<file path="src/rtl/serial_transmitter_if.sv">
// Parallel-load / serial-out port bundle for serial_transmitter.
// The master side is the microprocessor bus; the slave side is the transmitter.
interface serial_transmitter_if;
    logic [7:0] data_in;
    logic       load;
    logic       transmit_enable;
    logic       data_out;
    logic       character_sent;
    logic       busy;
    logic       buffer_full;

    modport master (
        output data_in, load, transmit_enable,
        input  data_out, character_sent, busy, buffer_full
    );

    modport slave (
        input  data_in, load, transmit_enable,
        output data_out, character_sent, busy, buffer_full
    );
endinterface

</file>
<file path="src/rtl/serial_transmitter.sv">
// Buffered serial transmitter: 10-bit frames (start 0, 8 data LSB-first, stop 1),
// each bit held BIT_TICKS clocks, with back-to-back chaining from a holding buffer.
module serial_transmitter #(
    parameter int unsigned BIT_TICKS = 16
) (
    input  logic                 clk,
    input  logic                 rst,
    serial_transmitter_if.slave  bus
);
    typedef enum logic [1:0] {IDLE, START, DATA, STOP} state_e;

    state_e     state_q, state_d;
    logic [7:0] tick_q, tick_d;
    logic [2:0] bit_q, bit_d;
    logic [7:0] shift_q, shift_d;
    logic [7:0] buf_q, buf_d;
    logic       full_q, full_d;
    logic       data_out_q, data_out_d;
    logic       sent_q, sent_d;
    logic       busy_q, busy_d;
    logic       last_tick;
    logic       transfer;

    assign last_tick = (tick_q == 8'(BIT_TICKS - 1));
    assign transfer  = full_q && bus.transmit_enable &&
                       ((state_q == IDLE) || ((state_q == STOP) && last_tick));

    always_comb begin
        state_d    = state_q;
        tick_d     = tick_q;
        bit_d      = bit_q;
        shift_d    = shift_q;
        buf_d      = buf_q;
        full_d     = full_q;
        data_out_d = data_out_q;
        sent_d     = 1'b0;

        case (state_q)
            IDLE: begin
                tick_d     = '0;
                bit_d      = '0;
                data_out_d = 1'b1;
            end
            START: begin
                if (last_tick) begin
                    tick_d     = '0;
                    state_d    = DATA;
                    data_out_d = shift_q[0];
                end else begin
                    tick_d = tick_q + 8'd1;
                end
            end
            DATA: begin
                if (last_tick) begin
                    tick_d = '0;
                    if (bit_q == 3'd7) begin
                        bit_d      = '0;
                        state_d    = STOP;
                        data_out_d = 1'b1;
                    end else begin
                        // Shift now so the next bit to drive always sits at shift_q[0].
                        bit_d      = bit_q + 3'd1;
                        shift_d    = {1'b0, shift_q[7:1]};
                        data_out_d = shift_q[1];
                    end
                end else begin
                    tick_d = tick_q + 8'd1;
                end
            end
            STOP: begin
                if (last_tick) begin
                    tick_d     = '0;
                    sent_d     = 1'b1;
                    state_d    = IDLE;
                    data_out_d = 1'b1;
                end else begin
                    tick_d = tick_q + 8'd1;
                end
            end
            default: state_d = IDLE;
        endcase

        // A transfer overrides the STOP->IDLE exit so frames chain with no idle gap.
        if (transfer) begin
            state_d    = START;
            tick_d     = '0;
            bit_d      = '0;
            shift_d    = buf_q;
            data_out_d = 1'b0;
            full_d     = 1'b0;
        end

        if (bus.load) begin
            buf_d  = bus.data_in;
            full_d = 1'b1;
        end

        busy_d = (state_d != IDLE);
    end

    always_ff @(posedge clk or posedge rst) begin
        if (rst) begin
            state_q    <= IDLE;
            tick_q     <= '0;
            bit_q      <= '0;
            shift_q    <= '0;
            buf_q      <= '0;
            full_q     <= 1'b0;
            data_out_q <= 1'b1;
            sent_q     <= 1'b0;
            busy_q     <= 1'b0;
        end else begin
            state_q    <= state_d;
            tick_q     <= tick_d;
            bit_q      <= bit_d;
            shift_q    <= shift_d;
            buf_q      <= buf_d;
            full_q     <= full_d;
            data_out_q <= data_out_d;
            sent_q     <= sent_d;
            busy_q     <= busy_d;
        end
    end

    assign bus.data_out       = data_out_q;
    assign bus.character_sent = sent_q;
    assign bus.busy           = busy_q;
    assign bus.buffer_full    = full_q;
endmodule

</file>
<file path="src/flat_wrapper.sv">
// flat-port wrapper written by rule: the top's interface ports become plain ports
module serial_transmitter_flat 
#(
    parameter int unsigned BIT_TICKS = 16
)
  (clk, rst, bus_data_in, bus_load, bus_transmit_enable, bus_data_out, bus_character_sent, bus_busy, bus_buffer_full);
  serial_transmitter_if bus_i ();
  input  logic clk;
  input  logic rst;
  input wire logic [$bits(bus_i.data_in)-1:0] bus_data_in;
  input wire logic [$bits(bus_i.load)-1:0] bus_load;
  input wire logic [$bits(bus_i.transmit_enable)-1:0] bus_transmit_enable;
  output wire logic [$bits(bus_i.data_out)-1:0] bus_data_out;
  output wire logic [$bits(bus_i.character_sent)-1:0] bus_character_sent;
  output wire logic [$bits(bus_i.busy)-1:0] bus_busy;
  output wire logic [$bits(bus_i.buffer_full)-1:0] bus_buffer_full;
  assign bus_i.data_in = bus_data_in;
  assign bus_i.load = bus_load;
  assign bus_i.transmit_enable = bus_transmit_enable;
  assign bus_data_out = bus_i.data_out;
  assign bus_character_sent = bus_i.character_sent;
  assign bus_busy = bus_i.busy;
  assign bus_buffer_full = bus_i.buffer_full;
  serial_transmitter #(.BIT_TICKS(BIT_TICKS)) u_core (.clk(clk), .rst(rst), .bus(bus_i));
endmodule
</file>
<file path="config.mk">
export PLATFORM = sky130hd
export DESIGN_NAME = serial_transmitter_flat
export DESIGN_NICKNAME = d
export VERILOG_FILES = /design/src/rtl/serial_transmitter_if.sv /design/src/rtl/serial_transmitter.sv /design/src/flat_wrapper.sv
export SDC_FILE = /design/constraint.sdc
export NUM_CORES = 1
export LEC_CHECK = 0
export ABC_AREA = 1
export CORE_MARGIN = 5
export CORE_UTILIZATION = 50
export CTS_CLUSTER_DIAMETER = 40
export DETAILED_ROUTE_END_ITERATION = 8
export PLACE_DENSITY = 0.85
export SYNTH_ARGS = -nofsm -noshare
export SYNTH_HDL_FRONTEND = slang
export SYNTH_SLANG_ARGS = --single-unit
</file>
<file path="constraint.sdc">
create_clock -name clk -period 1.6 [get_ports clk]
set_input_delay 0.16 -clock clk [delete_from_list [all_inputs] [get_ports clk]]
set_output_delay 0.16 -clock clk [all_outputs]
set_load 0.005 [all_outputs]
</file>
Word level (Yosys, flattened, before mapping)
Cells that the tools add are included.

Register bits after elaboration: 33. Bits of input ports: 12.

Add/sub/neg operators: 2. Equal/unequal tests: 9. Multiplexer cells: 27. Reduce and logical (&&, ||, !) cells: 14.

Operators with widths (count): $mux 8 (6); $pmux 8 s2 (1); $mux 2 (5); $mux 1 (9); $mux 3 (3); $ne 3x1->1 const B (3); $add 8x1->8 const B (1); $eq 8x4->1 const B (1); $reduce_bool 2->1 (4); $pmux 2 s3 (1); $pmux 3 s2 (1); $reduce_and 3->1 (2); $eq 2x2->1 const B (2); $pmux 1 s4 (1); $add 3x1->3 const B (1); $eq 3x3->1 const B (1); $logic_and 1x1->1 (3); $reduce_bool 3->1 (1); $reduce_or 3->1 (1); $eq 2x1->1 const B (1); $logic_not 2->1 (1); $ne 2x1->1 const B (1); $reduce_and 2->1 (1); $logic_or 1x1->1 (1).

Depth between registers and ports, before layout
Depth after elaboration: 6. Depth in mapped cells: 10. Mapped depth without buffers: 10.

Worst setup path after synthesis
Ideal clock, no wire load.

Path kind: flip-flop to flip-flop. Start: register u_core.tick_q[0]. End: register u_core.shift_q[1]. Arrival time: 1.375 ns. Required time: 1.476 ns. Path slack: 0.101 ns. Cell stages (with the launch flop): 10. Cell sequence: dfrtp_1 ha_1 nand2_1 nor2_4 nand4_1 nand2_1 nand2_2 clkinv_1 nand2_1 nand3_1.

Cells in the longest elaborated chain, start to end: 6.

Ends and longest elaborated chain: from (decl) (line serial_transmitter.sv:13) `logic [7:0] tick_q, tick_d;`; from (signal assigned) (line serial_transmitter.sv:114) `tick_q <= tick_d;`; $eq 8x4->1 * (line serial_transmitter.sv:24) `assign last_tick = (tick_q == 8'(BIT_TICKS - 1));`; $logic_and 1x1->1 (line serial_transmitter.sv:26) `((state_q == IDLE) || ((state_q == STOP) && last_tick));`; $logic_or 1x1->1 (line serial_transmitter.sv:26); $logic_and 1x1->1 (line serial_transmitter.sv:25) `assign transfer = full_q && bus.transmit_enable &&`; $ne 2x1->1 (no source line) / $reduce_bool 2->1 (equally long branches); $reduce_and 3->1 (no source line); to (signal assigned) (line serial_transmitter.sv:116) `shift_q <= shift_d;`; to (decl) (line serial_transmitter.sv:15) `logic [7:0] shift_q, shift_d;`.

Mark *: on every way between the ends. The rest lies on a longest branch, timed or not. A chain may end at the register's enable or synchronous reset.

Final worst setup path
Start: register u_core.tick_q[1]. End: register u_core.bit_q[1].

Cells in the longest elaborated chain, start to end: 6.

Ends and longest elaborated chain: $eq 8x4->1 * (line serial_transmitter.sv:24); $logic_and 1x1->1 (line serial_transmitter.sv:26); $logic_or 1x1->1 (line serial_transmitter.sv:26); $logic_and 1x1->1 (line serial_transmitter.sv:25); $ne 3x1->1 (no source line) / $reduce_bool 3->1 (equally long branches); $reduce_and 2->1 (no source line); to (signal assigned) (line serial_transmitter.sv:115) `bit_q <= bit_d;`; to (decl) (line serial_transmitter.sv:14) `logic [2:0] bit_q, bit_d;`.

Marks and branches as above.

==> qor.yml <==
outcome:
  status: "completed"
final_layout:
  final_layout_size_suffix_gt1_share_pct: 15.5
  insertedDiodeCount: 0
  layout.nets: 247
  fillCellCount: 269
  multi_input_area_um2: 772
  final_cell_mix: "nand2_1 (53), dfrtp_1 (32), nand3_1 (28)"
  final_common_cell: "nand2_1"
  seq_area_um2: 827
  instances_no_fill: 270
  area_delta_synth_final_pct: 22.9
global_routing:
  grt_max_degree: 34
  grt_pass1_vias: 1331
  antenna_found_initial: 0
  grt_usage_pct: 16.3
  grt_pass1_wl_um: 5530
  overflow: 0
setup_path:
  required_ns: 1.84
  cp_max_fo: 8
  cp-end-kind: "flip-flop"
  startpoint_type: "flip-flop"
  path_class: "flip-flop to flip-flop"
  cp.arrival_ns: 1.80
power:
  combinationalPowerShare_pct: 5.2
  power_switching_mw: 0.337
  seqPwrFrac_pct: 61.9
  power.density_nw_per_um2: 685
  ir_drop_mv: 0.570
  p_clk_share_pct: 32.9
  p_leak_nw: 1.02
  swShare_pct: 24.2
  intPower_mw: 1.05
yosys:
  synthCells: 193
  synth-seq-cells: 33
  syn_nets: 215
  postSynthAreaPerCell_um2: 8.56
  yosysSeqAreaShare_pct: 50.1
  syn-cell-area_um2: 1650
  synth_cell_types: 26
  yosys_warnings: 0
clock_network:
  htreeDepth: 2
  path_clk_slew_ns: 0.10
  cts-root-buf: "clkbuf_4"
  clkSinkCount: 33
  cts_tree: "yes"
  clock_latency_ns: 0.35
  cts_made_buffers: 5
  clock_path_buffers: 2
placed_design:
  portBuffers: 15
  gp_congestion: 0.879
  dp_hpwl_um: 2270
  dp_cells: 256
sta:
  post-route-period-util_pct: 97.6
  whs_ns: 0.191
  rsz0062_at_grt: "yes"
  hold_viol: 0
  tightest_slew_ns: 0.413
  fmax_ghz: 0.640
  fin_crit_ns: 1.56
  setup_viol: 0
  drv_slew: 0
  skew_ns: 0.00754
  max_slew_margin_pct: 72.5
flow_run:
  cap_violations: 0
routing:
  vias_per_cell: 5.09
  drt-initial-drc-count: 68
  ant_nets: 0
  drt_first_pass_iters: 4
  drcViolationCount: 0
  wl_um: 3210
  num_vias: 1375
  drt-wirelength-per-cell_um: 11.9
floorplan:
  ios: 16
  placementRows: 20
  die_w_um: 67.5
  dieArea_um2: 4550
  initial_core_util_pct: 53.2
  fp.dieH_um: 67.5
  core_um2: 3100
worst_hold_path:
  hp-class: "input port to asynchronous set/reset pin"
-- cells by family (layout without fill, tap and decap cells) --
logic type | after synthesis | in the layout | share of synthesized area (%)
xor+xnor | 4 | 4 | 2.12
fa+ha+maj | 10 | 10 | 7.58
compound gates | 12 | 12 | 3.79
buf+inv | 21 | 54 | 5.23
flops | 33 | 33 | 50.1
simple gates | 113 | 113 | 31.2
-- synth_stat cells --
cell type  instances  area [um^2]
nor3b_1            1         7.51
nand3_1           28          140
a21oi_1            3         15.0
nand2_1           58          218
clkbuf_4           1         7.51
nand3b_1           1         7.51
nand4_1            4         25.0
dfrtp_1           32          801
inv_1             15         56.3
nor2_1            15         56.3
inv_2              2         7.51
xnor2_1            1         8.76
nor2_4             1         11.3
o21ai_0            7         35.0
o21ai_1            1         5.00
nor3_1             2         10.0
xor2_1             3         26.3
o211ai_1           1         7.51
nand3_4            1         17.5
nor3_4             1         16.3
buf_4              1         7.51
ha_1              10          125
clkinv_1           1         3.75
dfstp_2            1         26.3
clkbuf_1           1         3.75
nand2_2            1         6.26
-- power by group through the flow --
stage	combinational, mW	clock [mW]	sequential, mW
4_1_cts	0.0740	0.470	0.862
2_1_floorplan	0.0344	0	0.874
3_5_place_dp	0.0737	0	0.878
6_report	0.0718	0.458	0.862
3_3_place_gp	0.0715	0	0.877
5_1_grt	0.0829	0.507	0.864
-- cell type report --
type | count | share of cell area (%)
Sequential cell | 33 | 40.8
Multi-Input combinational cell | 139 | 38.0
Timing Repair Buffer | 28 | 12.6
Inverter | 18 | 3.39
Tap cell | 44 | 2.71
Clock buffer | 6 | 2.03
Clock inverter | 2 | 0.493
-- sequential cells by signal (all words and copies together) (netlist names) --
register                   flops
u_core.bit_q                   3
u_core.buf_q                   8
u_core.bus.buffer_full         1
u_core.bus.busy                1
u_core.bus.character_sent      1
u_core.bus.data_out            1
u_core.shift_q                 8
u_core.state_q                 2
u_core.tick_q                  8
-- critical path, stage by stage, from the launching register on --
cell	delay [ns]
dfrtp_1	0.41
ha_4	0.16
nand2_4	0.06
nor2_4	0.13
nand4_1	0.12
nand2_1	0.11
nand2_2	0.09
buf_6	0.15
nand2_2	0.05
nand2_2	0.06
nand2_1	0.07
nand2_1	0.05
-- final timing paths --
path / startpoint / endpoint / slack [ns] / cells past startpoint
min reg2reg: u_core.buf_q[2] / u_core.buf_q[2] / 0.49 / 2
min: rst / u_core.tick_q[6] / 0.19 / 3
min in group clk: bus_data_in[1] / u_core.buf_q[1] / 0.34 / 3
max in group asynchronous: rst / u_core.bus.data_out / 1.07 / 3
max reg2reg: u_core.tick_q[1] / u_core.bit_q[1] / 0.04 / 11
max: u_core.tick_q[1] / u_core.bit_q[1] / 0.04 / 11
-- layer usage --
metal  GRT usage (%)  up-vias  wire length [um]
met5               0        -                 0
met4            10.1        0                95
met3            3.66       11               168
met2            26.7       33              1470
met1            19.2      641              1470
li1                -      690                 -
-- per-stage QoR --
stage	power, mW	util, %	setup TNS [ns]	area, um^2	worst slack (ns)
final	1.39	65.4	0	2030	0.0385
after global routing	1.45	65.4	-0.467	2030	-0.0727
after CTS	1.41	63.4	0	1970	0.00306
after detailed placement	0.952	60.9	-0.780	1890	-0.107
after global placement	0.948	60.9	0	1890	0.0204
after floorplan	0.909	-	0	1650	0.101
-- what timing repair did --
action / in CTS / in global routing
setup buffers: 3 / 3
gates resized for setup: 2 / 10
endpoints found under the hold margin: 0 / 0
pin swaps: 1 / 6
hold buffers: 0 / 0
endpoints found under the setup margin: 13 / 15
gates cloned: 0 / 0
Note: power is estimated with default switching activity, not from simulation.
